--- config.mk ---
export PLATFORM = sky130hd
export DESIGN_NAME = arashi_mem_writer_flat
export DESIGN_NICKNAME = d
export VERILOG_FILES = /design/src/rtl/arashi_mem_writer_if.sv /design/src/rtl/arashi_mem_writer.sv /design/src/flat_wrapper.sv
export SDC_FILE = /design/constraint.sdc
export NUM_CORES = 1
export LEC_CHECK = 0
export CORE_ASPECT_RATIO = 1.2
export CORE_MARGIN = 8
export CORE_UTILIZATION = 50
export DETAILED_ROUTE_END_ITERATION = 8
export PLACE_DENSITY = 0.91
export REMOVE_ABC_BUFFERS = 1
export SYNTH_ARGS = -nofsm -noshare
export SYNTH_HDL_FRONTEND = slang
export SYNTH_SLANG_ARGS = --single-unit
--- constraint.sdc ---
create_clock -name clk -period 3 [get_ports clk]
set_input_delay 0.6 -clock clk [delete_from_list [all_inputs] [get_ports clk]]
set_output_delay 0.6 -clock clk [all_outputs]
set_load 0.05 [all_outputs]
--- src/rtl/arashi_mem_writer_if.sv ---
// Request/write-port bundle between the arbiter/cache side and arashi_mem_writer.
// slave = the writer (consumes rcache/toread/data_in, drives the memory write port).
interface arashi_mem_writer_if #(
    parameter int unsigned DATA_WIDTH       = 32,
    parameter int unsigned MEM_WIDTH        = 10,
    parameter int unsigned THREAD_NUM_WIDTH = 2
);
    logic                        rcache;
    logic [THREAD_NUM_WIDTH-1:0] toread;
    logic [DATA_WIDTH-1:0]       data_in;
    logic                        mem_we;
    logic [MEM_WIDTH-1:0]        mem_addr;
    logic [DATA_WIDTH-1:0]       mem_wdata;

    modport master (
        output rcache, toread, data_in,
        input  mem_we, mem_addr, mem_wdata
    );

    modport slave (
        input  rcache, toread, data_in,
        output mem_we, mem_addr, mem_wdata
    );
endinterface

--- src/rtl/arashi_mem_writer.sv ---
// Write-back stage: appends drained cache words to per-thread memory regions.
// ARASHI_MEMWR_RING_EN: when defined, a full region overwrites its oldest word instead of dropping.
module arashi_mem_writer #(
    parameter int unsigned DATA_WIDTH       = 32,
    parameter int unsigned MEM_WIDTH        = 10,
    parameter int unsigned THREAD_NUM_WIDTH = 2
) (
    input  logic                           clk,
    input  logic                           rstn,
    arashi_mem_writer_if.slave             bus,
    input  logic [(1<<THREAD_NUM_WIDTH)-1:0] clr,
    output logic [(1<<THREAD_NUM_WIDTH)*(MEM_WIDTH-THREAD_NUM_WIDTH+1)-1:0] count,
    output logic [(1<<THREAD_NUM_WIDTH)-1:0] full,
    output logic [(1<<THREAD_NUM_WIDTH)-1:0] overflow
);
    localparam int unsigned THREAD_NUM = 1 << THREAD_NUM_WIDTH;
    localparam int unsigned REGION_W   = MEM_WIDTH - THREAD_NUM_WIDTH;
    localparam int unsigned CAP_W      = REGION_W + 1;
    localparam int unsigned CAP        = 1 << REGION_W;

    // Elaboration-time parameter sanity
    if (MEM_WIDTH <= THREAD_NUM_WIDTH) begin : g_bad_region
        $error("arashi_mem_writer: REGION_W must be >= 1");
    end
    if (THREAD_NUM_WIDTH < 2 || THREAD_NUM_WIDTH > 4) begin : g_bad_threads
        $error("arashi_mem_writer: THREAD_NUM_WIDTH must be within 2..4");
    end

    typedef enum logic [1:0] {
        RG_EMPTY   = 2'd0,
        RG_PARTIAL = 2'd1,
        RG_FULL    = 2'd2
    } region_t;

    logic                        a_vld_q, a_vld_n;
    logic [THREAD_NUM_WIDTH-1:0] a_tid_q, a_tid_n;
    logic                        mem_we_q, mem_we_n;
    logic [MEM_WIDTH-1:0]        mem_addr_q, mem_addr_n;
    logic [DATA_WIDTH-1:0]       mem_wdata_q, mem_wdata_n;
    logic [REGION_W-1:0]         wptr_q [THREAD_NUM];
    logic [REGION_W-1:0]         wptr_n [THREAD_NUM];
    logic [CAP_W-1:0]            cnt_q  [THREAD_NUM];
    logic [CAP_W-1:0]            cnt_n  [THREAD_NUM];
    logic [THREAD_NUM-1:0]       ovf_q, ovf_n;
    region_t                     state_q [THREAD_NUM];
    region_t                     state_n [THREAD_NUM];

    // Register stage: request capture, write port and per-thread fill state
    always_ff @(posedge clk) begin
        if (!rstn) begin
            a_vld_q     <= 1'b0;
            a_tid_q     <= '0;
            mem_we_q    <= 1'b0;
            mem_addr_q  <= '0;
            mem_wdata_q <= '0;
            ovf_q       <= '0;
            for (int i = 0; i < int'(THREAD_NUM); i++) begin
                wptr_q[i]  <= '0;
                cnt_q[i]   <= '0;
                state_q[i] <= RG_EMPTY;
            end
        end else begin
            a_vld_q     <= a_vld_n;
            a_tid_q     <= a_tid_n;
            mem_we_q    <= mem_we_n;
            mem_addr_q  <= mem_addr_n;
            mem_wdata_q <= mem_wdata_n;
            ovf_q       <= ovf_n;
            for (int i = 0; i < int'(THREAD_NUM); i++) begin
                wptr_q[i]  <= wptr_n[i];
                cnt_q[i]   <= cnt_n[i];
                state_q[i] <= state_n[i];
            end
        end
    end

    // Commit logic and per-region next-state
    always_comb begin
        a_vld_n     = bus.rcache;
        a_tid_n     = bus.toread;
        mem_we_n    = 1'b0;
        mem_addr_n  = mem_addr_q;
        mem_wdata_n = mem_wdata_q;
        ovf_n       = ovf_q;
        for (int i = 0; i < int'(THREAD_NUM); i++) begin
            wptr_n[i]  = wptr_q[i];
            cnt_n[i]   = cnt_q[i];
            state_n[i] = state_q[i];
        end

        // A clear landing on the same edge as this thread's commit wins
        if (a_vld_q && !clr[a_tid_q]) begin
            if (state_q[a_tid_q] != RG_FULL) begin
                mem_we_n         = 1'b1;
                mem_addr_n       = {a_tid_q, wptr_q[a_tid_q]};
                mem_wdata_n      = bus.data_in;
                wptr_n[a_tid_q]  = REGION_W'(wptr_q[a_tid_q] + REGION_W'(1));
                cnt_n[a_tid_q]   = CAP_W'(cnt_q[a_tid_q] + CAP_W'(1));
            end else begin
`ifdef ARASHI_MEMWR_RING_EN
                mem_we_n         = 1'b1;
                mem_addr_n       = {a_tid_q, wptr_q[a_tid_q]};
                mem_wdata_n      = bus.data_in;
                wptr_n[a_tid_q]  = REGION_W'(wptr_q[a_tid_q] + REGION_W'(1));
`endif
                ovf_n[a_tid_q]   = 1'b1;
            end
        end

        for (int i = 0; i < int'(THREAD_NUM); i++) begin
            if (clr[i]) begin
                wptr_n[i] = '0;
                cnt_n[i]  = '0;
                ovf_n[i]  = 1'b0;
            end
            if (cnt_n[i] == '0) begin
                state_n[i] = RG_EMPTY;
            end else if (cnt_n[i] == CAP_W'(CAP)) begin
                state_n[i] = RG_FULL;
            end else begin
                state_n[i] = RG_PARTIAL;
            end
        end
    end

    assign bus.mem_we    = mem_we_q;
    assign bus.mem_addr  = mem_addr_q;
    assign bus.mem_wdata = mem_wdata_q;
    assign overflow      = ovf_q;

    for (genvar g = 0; g < int'(THREAD_NUM); g++) begin : g_thread_out
        assign count[g*CAP_W +: CAP_W] = cnt_q[g];
        assign full[g]                 = (cnt_q[g] == CAP_W'(CAP));
    end
endmodule

--- src/flat_wrapper.sv ---
// flat-port wrapper written by rule: the top's interface ports become plain ports
module arashi_mem_writer_flat 
#(
    parameter int unsigned DATA_WIDTH       = 32,
    parameter int unsigned MEM_WIDTH        = 10,
    parameter int unsigned THREAD_NUM_WIDTH = 2
)
  (clk, rstn, clr, count, full, overflow, bus_rcache, bus_toread, bus_data_in, bus_mem_we, bus_mem_addr, bus_mem_wdata);
  arashi_mem_writer_if #(.DATA_WIDTH(DATA_WIDTH), .MEM_WIDTH(MEM_WIDTH), .THREAD_NUM_WIDTH(THREAD_NUM_WIDTH)) bus_i ();
  input  logic clk;
  input  logic rstn;
  input  logic [(1<<THREAD_NUM_WIDTH)-1:0] clr;
  output logic [(1<<THREAD_NUM_WIDTH)*(MEM_WIDTH-THREAD_NUM_WIDTH+1)-1:0] count;
  output logic [(1<<THREAD_NUM_WIDTH)-1:0] full;
  output logic [(1<<THREAD_NUM_WIDTH)-1:0] overflow;
  input wire logic [$bits(bus_i.rcache)-1:0] bus_rcache;
  input wire logic [$bits(bus_i.toread)-1:0] bus_toread;
  input wire logic [$bits(bus_i.data_in)-1:0] bus_data_in;
  output wire logic [$bits(bus_i.mem_we)-1:0] bus_mem_we;
  output wire logic [$bits(bus_i.mem_addr)-1:0] bus_mem_addr;
  output wire logic [$bits(bus_i.mem_wdata)-1:0] bus_mem_wdata;
  assign bus_i.rcache = bus_rcache;
  assign bus_i.toread = bus_toread;
  assign bus_i.data_in = bus_data_in;
  assign bus_mem_we = bus_i.mem_we;
  assign bus_mem_addr = bus_i.mem_addr;
  assign bus_mem_wdata = bus_i.mem_wdata;
  arashi_mem_writer #(.DATA_WIDTH(DATA_WIDTH), .MEM_WIDTH(MEM_WIDTH), .THREAD_NUM_WIDTH(THREAD_NUM_WIDTH)) u_core (.clk(clk), .rstn(rstn), .bus(bus_i), .clr(clr), .count(count), .full(full), .overflow(overflow));
endmodule
==> results of run 1 <==
## synthesized netlist by cell type, drive strengths merged (2+ instances only)
master  instances
nor2          129
dfxtp         126
mux2i          53
a211oi         52
nand2          24
buf            20
clkbuf         19
mux4           17
nor3           11
nor2b          10
xnor2          10
and2            8
xor2            8
nand2b          7
a21oi           5
o21ai           5
inv             4
nand3           4
or4             4
a21o            3
a31oi           3
nor3b           3
nor4            3
o211ai          3
and4b           2
ha              2
nand4           2
o311ai          2
o41ai           2
or3             2
## path summary, 6_finish.rpt
kind                             from                   end  slack (ps)  cells after the start
setup reg to reg    u_core.a_tid_q[1]  u_core.state_q[1][0]         110                      9
hold / removal    u_core.wptr_q[3][1]   u_core.wptr_q[3][1]         460                      2
setup / recovery    u_core.a_tid_q[1]  u_core.state_q[1][0]         110                      9
hold reg to reg   u_core.wptr_q[3][1]   u_core.wptr_q[3][1]         460                      2
## kinds of logic (layout without fill, tap and decap cells)
group / after synthesis / count (layout) / synth area share
flip-flops: 126 / 126 / 0.460
AND/OR/NAND/NOR: 211 / 211 / 0.179
buffers and inverters: 44 / 183 / 0.0411
adder cells (fa/ha/maj): 2 / 2 / 0.00456
XOR/XNOR: 18 / 18 / 0.0335
multiplexers: 70 / 70 / 0.167
AO/OA/AOI/OAI: 84 / 84 / 0.115
## power by group through the flow
stage / combinational, mW / sequential (mW) / clock (mW)
floorplan: 0.128 / 1.84 / 0
global placement: 0.357 / 1.75 / 0
detailed placement: 0.365 / 1.76 / 0
CTS: 0.368 / 1.72 / 1.84
global route: 0.389 / 1.72 / 1.92
finish: 0.369 / 1.72 / 1.82
## stage by stage
| stage | std cells | power [mW] |
|---|---|---|
| 2_1_floorplan | 516 | 1.96 |
| 3_3_place_gp | 794 | 2.11 |
| 3_5_place_dp | 794 | 2.12 |
| 4_1_cts | 826 | 3.93 |
| 5_1_grt | 826 | 4.03 |
| 6_report | 826 | 3.92 |
## final cells by class
cell class              count  area (sq um)
flip-flops and latches    126          2520
well taps                 132           165
fillers                   795          3460
clock buffers              21           470
inverters                   5          18.8
repair buffers            146          1420
clock inverters            11          67.6
multi-input cells         385          2750
## placed cells by master, fill, tap and decap left out, types with 2 or more instances in the layout
cell type,count
xor2_1,8
nand3_1,3
o41ai_1,2
a21o_1,2
o21ai_0,5
nand2b_1,7
buf_4,18
dfxtp_1,125
inv_1,4
clkinvlp_4,5
clkbuf_16,17
o211ai_1,3
clkbuf_8,3
nor2_1,129
nand4_1,2
and4b_1,2
mux4_2,17
nor2b_1,10
mux2i_1,53
nor4_1,2
and2_1,8
a211oi_1,51
xnor2_1,8
nor3b_1,3
o311ai_1,2
dlygate4sd2_1,3
clkdlybuf4s50_1,124
ha_1,2
or3_1,2
or4_1,3
nand2_1,22
a31oi_1,3
clkinv_2,6
nor3_1,9
a21oi_1,5
## worst register-to-register path: stages, from the launching register on
cell      delay, ps
dfxtp_1         500
mux4_2          330
ha_1            260
nand2b_1        150
o22ai_4         270
nand4_1         210
xnor2_2         390
nor3_1          120
o311ai_1        430
and2_1          190
## metal layers
layer	GRT usage	wire (um)
met1	0.249	6410
met2	0.406	8120
met4	0.105	415
met3	0.0883	1760
met5	0	0
## flip-flops by register name, summed over array words and instances (netlist names), 2 cells and up
name	count
u_core.overflow	4
u_core.bus.mem_addr	10
u_core.cnt_q	36
u_core.state_q	8
u_core.a_tid_q	2
u_core.wptr_q	32
u_core.bus.mem_wdata	32
==> reports/metrics.cfg, run 1 <==
[clock_network]
post-cts-setup-buffers=0
tritoncts=built
post_cts_resized=3
cts_made_buffers=17
cts_sinks=126
cts_max_level=4
path_clk_slew_ps=60
cts-root-buf=clkbuf_16
ctsHoldBuffers=0
cts_buffer_depth=2
clk_latency_ps=410

[placed_design]
dp_hpwl_um=11900
placed_area_sq_um=6890
gp_congestion=1.00
port-buffer-count=127
dp_slack_ps=226

[yosys]
ys_warn_count=0
synth_edf_count=0
synthArstFlopShare=0
synthesis.area_sq_um=5480
yosys.cell_types.count=54
syn_inst=555
syn_avg_cell_area_sq_um=9.88
synth-main-ff-cell=dfxtp_1
synthTopCellsByArea=dfxtp_1 46%, mux2i_1 9.7%, nor2_1 8.8%, a211oi_1 7.0%, mux4_2 7.0%
ys_ff_latch=126
yosys.area.top_type=dfxtp_1
yosysTopAreaCellShare=0.460
synth_seq_area_share=0.460

[cells_and_area]
final_nets=724
final_util=0.682
synthToLayoutAreaGrowth_pct=35.3
design_area_sq_um=7420
drive_gt1_frac=0.115
antenna_cells=0

[power]
pwr-share-seq=0.440
p_per_area_nw_per_um2=528
switchingPower_mw=0.951
p_comb_frac=0.094
peakVddDrop_mv=0.389
power_leakage_nw=2.83
p_int_mw=2.96
clockPowerShare=0.466
switching_share=0.243

[sta]
slew_headroom=0.239
period_share=0.965
hold_ws_ps=464
max_freq_mhz=345
totalNegativeSetupSlack_ps=0
setup_violations=0
fin_worst_skew_ps=7.32
rsz0062_at_grt=false
slew_violations=0
setup_slack_ps=105
min_period_ps=2890
worst_pin_slew_ps=1130
final_hold_viol_count=0

[critical_path]
arrival_ps=3250
max_stage_delay_ps=500
path_buf_inv=0
cp_max_fo=8
worst_setup_path_start_kind=flip-flop
crit_chain=mux4_2 > ha_1 > nand2b_1 > o22ai_4 > nand4_1 > xnor2_2 > nor3_1 > o311ai_1 > and2_1
crit_type=reg -> reg
cp_slowest_cell=dfxtp_1
critPathRequiredTime_ps=3350
critical-path-top-delay-family=compound AO/OA/AOI/OAI gates
cp-end-kind=flip-flop

[flow_run]
max_cap_viol_count=0

[route]
dr.pass1.iters=4
wl_um=16700
post_drt_via_cell_ratio=5.94
drt_iter0_markers=401
wl_per_cell_um=20.2
antenna_left=0
num_vias=4906
drc=0

[floorplan]
pin_count=128
die_h_um=131
core.rowCount=42
die_area_sq_um=14600
die_w_um=112
coreArea_sq_um=10900
start_util=0.504

[global_routing]
grt_pass1_vias=5205
grt_max_degree=44
grt_pass1_wl_um=26800
grt_usage=0.233
gr-total-overflow=0
antenna_found_initial=0

[run_status]
status=finished, final reports clean

[min_path]
hp-class=reg -> reg

Note: power is estimated with default switching activity, not from simulation.
==> inputs of run 2 (changes only) <==
--- a/config.mk
+++ b/config.mk
@@ -5,7 +5,7 @@
 export SDC_FILE = /design/constraint.sdc
 export NUM_CORES = 1
 export LEC_CHECK = 0
-export CORE_ASPECT_RATIO = 1.2
+export CORE_ASPECT_RATIO = 0.75
 export CORE_MARGIN = 8
 export CORE_UTILIZATION = 50
 export DETAILED_ROUTE_END_ITERATION = 8
==> run 2 against run 1 <==
  * Worst setup slack worse by 34 ps
  * Count of clock-buffer cells in the layout rose by 1
  * Power is 9.8% higher
  * Critical path depth shrank 5
  * Clock power increased by 21%
  * Utilization rose by 1.9 points
  * Routed wire length up 8.9%
  * Worst hold slack gained 0.81 ps
==> reports/metrics.cfg, run 2 (synthesis gave the netlist of run 1 again) <==
[clock_network]
tritoncts=built  ; unchanged
cts_made_buffers=17  ; unchanged
clk_latency_ps=420  ; was 410 ps
cts-root-buf=clkbuf_16  ; unchanged
path_clk_slew_ps=60  ; about the same
cts_sinks=126  ; unchanged
ctsHoldBuffers=0  ; unchanged
cts_buffer_depth=2  ; unchanged
cts_max_level=4  ; unchanged

[critical_path]
cp_max_fo=5  ; was 8
cp_slowest_cell=or4_1  ; was dfxtp_1
reg2reg_to=u_core.state_q[1][1]  ; was u_core.state_q[1][0]
worst_setup_path_start_kind=flip-flop  ; unchanged
crit_chain=or4_1 > nor2_1 > and4b_1 > dlygate4sd2_1  ; was mux4_2 > ha_1 > nand2b_1 > o22ai_4 > nand4_1 > xnor2_2 > nor3_1 > o311ai_1 > and2_1
crit_type=reg -> out  ; was reg -> reg
r2r_slack_ps=110  ; about the same
arrival_ps=2330  ; was 3250 ps
r2r_cells=9  ; unchanged
cp-end-kind=primary output  ; was flip-flop
max_stage_delay_ps=580  ; was 500 ps
reg2reg_from=u_core.a_tid_q[1]  ; unchanged
critPathRequiredTime_ps=2400  ; was 3350 ps

[sta]
worst_pin_slew_ps=1210  ; was 1130 ps
slew_headroom=0.186  ; was 0.239
slew_violations=0  ; unchanged
setup_violations=0  ; unchanged
max_freq_mhz=341  ; was 345 MHz
final_hold_viol_count=0  ; unchanged
rsz0062_at_grt=false  ; unchanged
period_share=0.976  ; was 0.965
fin_worst_skew_ps=7.77  ; was 7.32 ps
min_period_ps=2930  ; was 2890 ps

[global_routing]
antenna_found_initial=0  ; unchanged
gr-total-overflow=0  ; unchanged
grt_pass1_wl_um=28200  ; was 26800 um
grt_max_degree=44  ; unchanged
grt_pass1_vias=5141  ; was 5205
grt_usage=0.247  ; was 0.233

[cells_and_area]
antenna_cells=0  ; unchanged
regMostFlops=u_core.cnt_q  ; unchanged
final_util=0.701  ; was 0.682
drive_gt1_frac=0.122  ; was 0.115
final_nets=727  ; was 724
synthToLayoutAreaGrowth_pct=38.3  ; was 35.3%
fillCellCount=720  ; was 795
final_common_cell=nor2_1  ; unchanged
final_cell_mix=129 x nor2_1, 124 x clkdlybuf4s50_1, 124 x dfxtp_1, 53 x mux2i_1, 51 x a211oi_1  ; was 129 x nor2_1, 125 x dfxtp_1, 124 x clkdlybuf4s50_1, 53 x mux2i_1, 51 x a211oi_1
largest_reg_flops=36  ; unchanged

[power]
p_per_area_nw_per_um2=567  ; was 528 nW/um^2
power_leakage_nw=2.91  ; was 2.83 nW
peakVddDrop_mv=0.437  ; was 0.389 mV
power_mw=4.30  ; was 3.92 mW

[route]
wl_um=18200  ; was 16700 um
wl_per_cell_um=21.7  ; was 20.2 um
drc=0  ; unchanged
dr.pass1.iters=5  ; was 4
num_vias=5060  ; was 4906
drt_iter0_markers=570  ; was 401
post_drt_via_cell_ratio=6.05  ; was 5.94
antenna_left=0  ; unchanged

[floorplan]
start_util=0.507  ; was 0.504
die_w_um=137  ; was 112 um
die_h_um=107  ; was 131 um
pin_count=128  ; unchanged
core.rowCount=33  ; was 42
coreArea_sq_um=10800  ; was 10900 sq um
die_area_sq_um=14600  ; about the same

[flow_run]
max_cap_viol_count=0  ; unchanged

[placed_design]
dp_hpwl_um=12500  ; was 11900 um
gp_congestion=0.929  ; was 1.00
port-buffer-count=127  ; unchanged

[min_path]
hold_path_depth=2  ; unchanged
holdCritStartpoint=u_core.wptr_q[3][1]  ; unchanged
hp-class=reg -> reg  ; unchanged
min_to=u_core.wptr_q[3][1]  ; unchanged

[run_status]
status=finished, final reports clean  ; unchanged

-- run 2: changes by cell type in the layout (fill, tap and decap cells not counted), sizes merged --
cell	previous run	this run
clkbuf	21	22
clkinv	7	4
clkinvlp	5	3
bufinv	0	4
dlymetal6s2s	0	1
buf	19	22
dlygate4sd2	3	2
-- run 2: timing repair --
action | in CTS | in global routing
setup buffers | 0 | 1
pin swaps | 0 | 3
endpoints found under the setup margin | 3 | 12
resized for setup | 3 | 6
-- run 2: metrics by stage --
stage	instances	setup slack [ps]	TNS, ps	instance area [sq um]	hold slack [ps]
after global routing	837	8.38	0	7580	495
after global placement	804	288	0	6920	445
after detailed placement	804	190	0	6920	459
final	837	71.2	0	7580	465
after floorplan	516	-997	-43240	5280	433
after CTS	836	16.8	0	7550	464
-- run 2: worst max-delay path by stage --
| stage | startpoint | cells after the start | to |
|---|---|---|---|
| global placement | rstn | 3 | u_core.bus.mem_we |
| global route | u_core.a_tid_q[1] | 9 | u_core.state_q[1][1] |
| CTS | u_core.cnt_q[0][2] | 3 | full[0] |
| floorplan | u_core.a_tid_q[0] | 7 | u_core.state_q[0][0] |
| detailed placement | rstn | 3 | u_core.bus.mem_addr[4] |
| finish | u_core.cnt_q[2][2] | 4 | full[2] |
-- run 2: area by class of cell --
cell class              instances  area, sq um  area share
clock buffers                  22          464      0.0612
clock inverters                10          161      0.0213
inverters                       5         18.8     0.00248
multi-input cells             385         2790       0.368
flip-flops and latches        126         2520       0.333
well taps                     140          175      0.0231
repair buffers                149         1450       0.191
-- run 2: worst max-delay path, delay by kind of cell, from the launching register on --
family / cells / cell delay (ps)
buf+inv: 1 / 530
simple gates: 3 / 1020
flops: 1 / 360
-- run 2: report_power, final --
group | switching, mW | internal (mW) | total, mW
Combinational | 0.226 | 0.155 | 0.381
Sequential | 0.0204 | 1.70 | 1.72
Clock | 0.763 | 1.43 | 2.20
Total | 1.01 | 3.29 | 4.30
-- run 2: per-layer routing --
metal,share of wire,wire (um),track usage,vias up
met5,0,0,0,-
met4,0.033,605,0.105,0
met3,0.10,1830,0.0785,69
met2,0.49,8880,0.401,335
met1,0.38,6890,0.295,2433
li1,-,-,-,2223
==> inputs of run 3 (changes only) <==
--- a/config.mk
+++ b/config.mk
@@ -6,8 +6,8 @@
 export NUM_CORES = 1
 export LEC_CHECK = 0
 export CORE_ASPECT_RATIO = 0.75
-export CORE_MARGIN = 8
 export CORE_UTILIZATION = 50
+export CTS_CLUSTER_DIAMETER = 120
 export DETAILED_ROUTE_END_ITERATION = 8
 export PLACE_DENSITY = 0.91
 export REMOVE_ABC_BUFFERS = 1
==> run 3 against run 2 <==
  * Via count shrank 2.2%
  * Clock skew down 1.4 ps
  * Sequential power about the same
  * Combinational power fell by 3%
  * Power down 5.1%
  * Global-route usage rose by 5.3 points
  * Largest cell class unchanged
  * Maximum frequency fell by 1.8%
  * Register-to-register slack better by 130 ps
  * Count of clock-buffer cells in the layout decreased by 1
  * First-iteration DRC count rose by 18%
  * Sequential share of layout area increased by 0.54 points
  * Routed wire length shrank 8.0%
==> reports/metrics.cfg, run 3 (synthesis gave the netlist of run 1 again) <==
[clock_network]
cts_max_level=4  ; unchanged
post-cts-setup-buffers=0  ; unchanged
cts_sinks=126  ; unchanged
path_clk_slew_ps=50  ; was 60 ps
cts_buffer_depth=2  ; unchanged
clk_latency_ps=420  ; about the same
tritoncts=built  ; unchanged
cts-root-buf=clkbuf_16  ; unchanged
cts_made_buffers=17  ; unchanged

[cells_and_area]
final_util=0.711  ; was 0.701
largest_reg_flops=36  ; unchanged
fillCellCount=697  ; was 720
drive_gt1_frac=0.111  ; was 0.122
final_common_cell=nor2_1  ; unchanged
antenna_cells=0  ; unchanged
design_area_sq_um=7460  ; was 7580 sq um
final_nets=723  ; was 727
final_cell_mix=129 x nor2_1, 125 x dfxtp_1, 124 x clkdlybuf4s50_1, 53 x mux2i_1, 51 x a211oi_1  ; was 129 x nor2_1, 124 x clkdlybuf4s50_1, 124 x dfxtp_1, 53 x mux2i_1, 51 x a211oi_1
synthToLayoutAreaGrowth_pct=36.0  ; was 38.3%
fin_cells=829  ; was 837
regMostFlops=u_core.cnt_q  ; unchanged

[sta]
max_freq_mhz=335  ; was 341 MHz
fin_worst_skew_ps=6.42  ; was 7.77 ps
setup_violations=0  ; unchanged
min_period_ps=2980  ; was 2930 ps
worst_pin_slew_ps=1180  ; was 1210 ps
slew_headroom=0.208  ; was 0.186
period_share=0.994  ; was 0.976
final_hold_viol_count=0  ; unchanged
slew_violations=0  ; unchanged
hold_ws_ps=468  ; was 465 ps
rsz0062_at_grt=false  ; unchanged

[critical_path]
cp-end-kind=primary output  ; unchanged
arrival_ps=2380  ; was 2330 ps
crit_type=reg -> out  ; unchanged
cp_max_fo=4  ; was 5
r2r_slack_ps=240  ; was 110 ps
startpoint=u_core.cnt_q[1][4]  ; was u_core.cnt_q[2][2]
r2r_cells=9  ; unchanged
reg2reg_to=u_core.state_q[1][1]  ; unchanged
worst_setup_path_start_kind=flip-flop  ; unchanged
cp-endpoint=full[1]  ; was full[2]
critPathRequiredTime_ps=2400  ; about the same
reg2reg_from=u_core.a_tid_q[0]  ; was u_core.a_tid_q[1]

[global_routing]
grt_usage=0.299  ; was 0.247
grt_pass1_wl_um=25600  ; was 28200 um
gr-total-overflow=0  ; unchanged
grt_pass1_vias=4842  ; was 5141
antenna_found_initial=0  ; unchanged
grt_max_degree=44  ; unchanged

[floorplan]
coreArea_sq_um=10500  ; was 10800 sq um
pin_count=128  ; unchanged
start_util=0.523  ; was 0.507
die_area_sq_um=11400  ; was 14600 sq um
die_h_um=92.7  ; was 107 um
die_w_um=123  ; was 137 um
core.rowCount=32  ; was 33

[route]
dr.pass1.iters=6  ; was 5
wl_um=16800  ; was 18200 um
drt_iter0_markers=670  ; was 570
wl_per_cell_um=20.2  ; was 21.7 um
antenna_left=0  ; unchanged
num_vias=4950  ; was 5060
post_drt_via_cell_ratio=5.97  ; was 6.05
drc=0  ; unchanged

[power]
p_per_area_nw_per_um2=547  ; was 567 nW/um^2
peakVddDrop_mv=0.484  ; was 0.437 mV
power_leakage_nw=2.85  ; was 2.91 nW

[placed_design]
dp_cells=797  ; was 804
port-buffer-count=127  ; unchanged
dp_hpwl_um=11300  ; was 12500 um
placed_area_sq_um=6890  ; was 6920 sq um
gp_congestion=1.01  ; was 0.929

[flow_run]
max_cap_viol_count=0  ; unchanged

[min_path]
hp-class=reg -> reg  ; unchanged

[run_status]
status=finished, final reports clean  ; unchanged

run 3: changes by cell type in the layout (fill, tap and decap cells not counted), moves of 2 or more:
| cell | previous run | this run |
|---|---|---|
| buf_4 | 21 | 17 |
| bufinv_16 | 4 | 2 |
| clkinv_2 | 2 | 4 |
| clkinvlp_4 | 3 | 5 |
run 3: final cells by class:
| cell class | count | area [sq um] | area share |
|---|---|---|---|
| inverter | 5 | 18.8 | 0.00252 |
| clock inverter | 11 | 118 | 0.0158 |
| multi-input combinational | 385 | 2760 | 0.370 |
| clock buffer | 21 | 450 | 0.0604 |
| sequential | 126 | 2520 | 0.338 |
| timing repair buffer | 145 | 1420 | 0.190 |
| tap | 136 | 170 | 0.0228 |
run 3: what timing repair did:
| item | 4_1_cts | 5_1_grt |
|---|---|---|
| hold buffers | 0 | 0 |
| pin swaps | 0 | 0 |
| setup endpoints to repair | 2 | 1 |
| resized for setup | 2 | 1 |
| endpoints found under the hold margin | 0 | 0 |
run 3: worst min path at each step:
| stage | startpoint | slack (ps) | cells after the start | end |
|---|---|---|---|---|
| 4_1_cts | u_core.overflow[3] | 470 | 2 | u_core.overflow[3] |
| 6_report | u_core.overflow[3] | 470 | 2 | u_core.overflow[3] |
| 5_1_grt | u_core.overflow[2] | 480 | 2 | u_core.overflow[2] |
| 3_5_place_dp | u_core.overflow[3] | 460 | 2 | u_core.overflow[3] |
| 2_1_floorplan | u_core.wptr_q[3][1] | 430 | 2 | u_core.wptr_q[3][1] |
| 3_3_place_gp | u_core.wptr_q[3][1] | 440 | 2 | u_core.wptr_q[3][1] |
run 3: power by group:
group	internal (mW)	switching [mW]	total, mW
clock	1.24	0.751	1.99
sequential	1.70	0.0196	1.72
combinational	0.151	0.220	0.371
total	3.09	0.990	4.08
run 3: worst max-delay path, stage by stage (launching register included):
cell	delay [ps]
dfxtp_1	370
nor4_1	510
and4_1	280
clkdlybuf4s50_1	810
run 3: through the flow:
stage                     worst slack (ps)  TNS [ps]  power [mW]
after floorplan                       -997    -43240        1.96
after global placement                 314         0        2.11
after detailed placement               142         0        2.12
after CTS                             16.6         0        4.08
after global routing                  32.1         0        4.17
final                                 17.1         0        4.08
run 3: per-layer routing:
metal  up-vias  track usage  share of wire
li1       2224            -              -
met1      2388        0.383           0.41
met2       286        0.459           0.47
met3        52        0.101          0.098
met4         0        0.123          0.023
met5         -            0              0
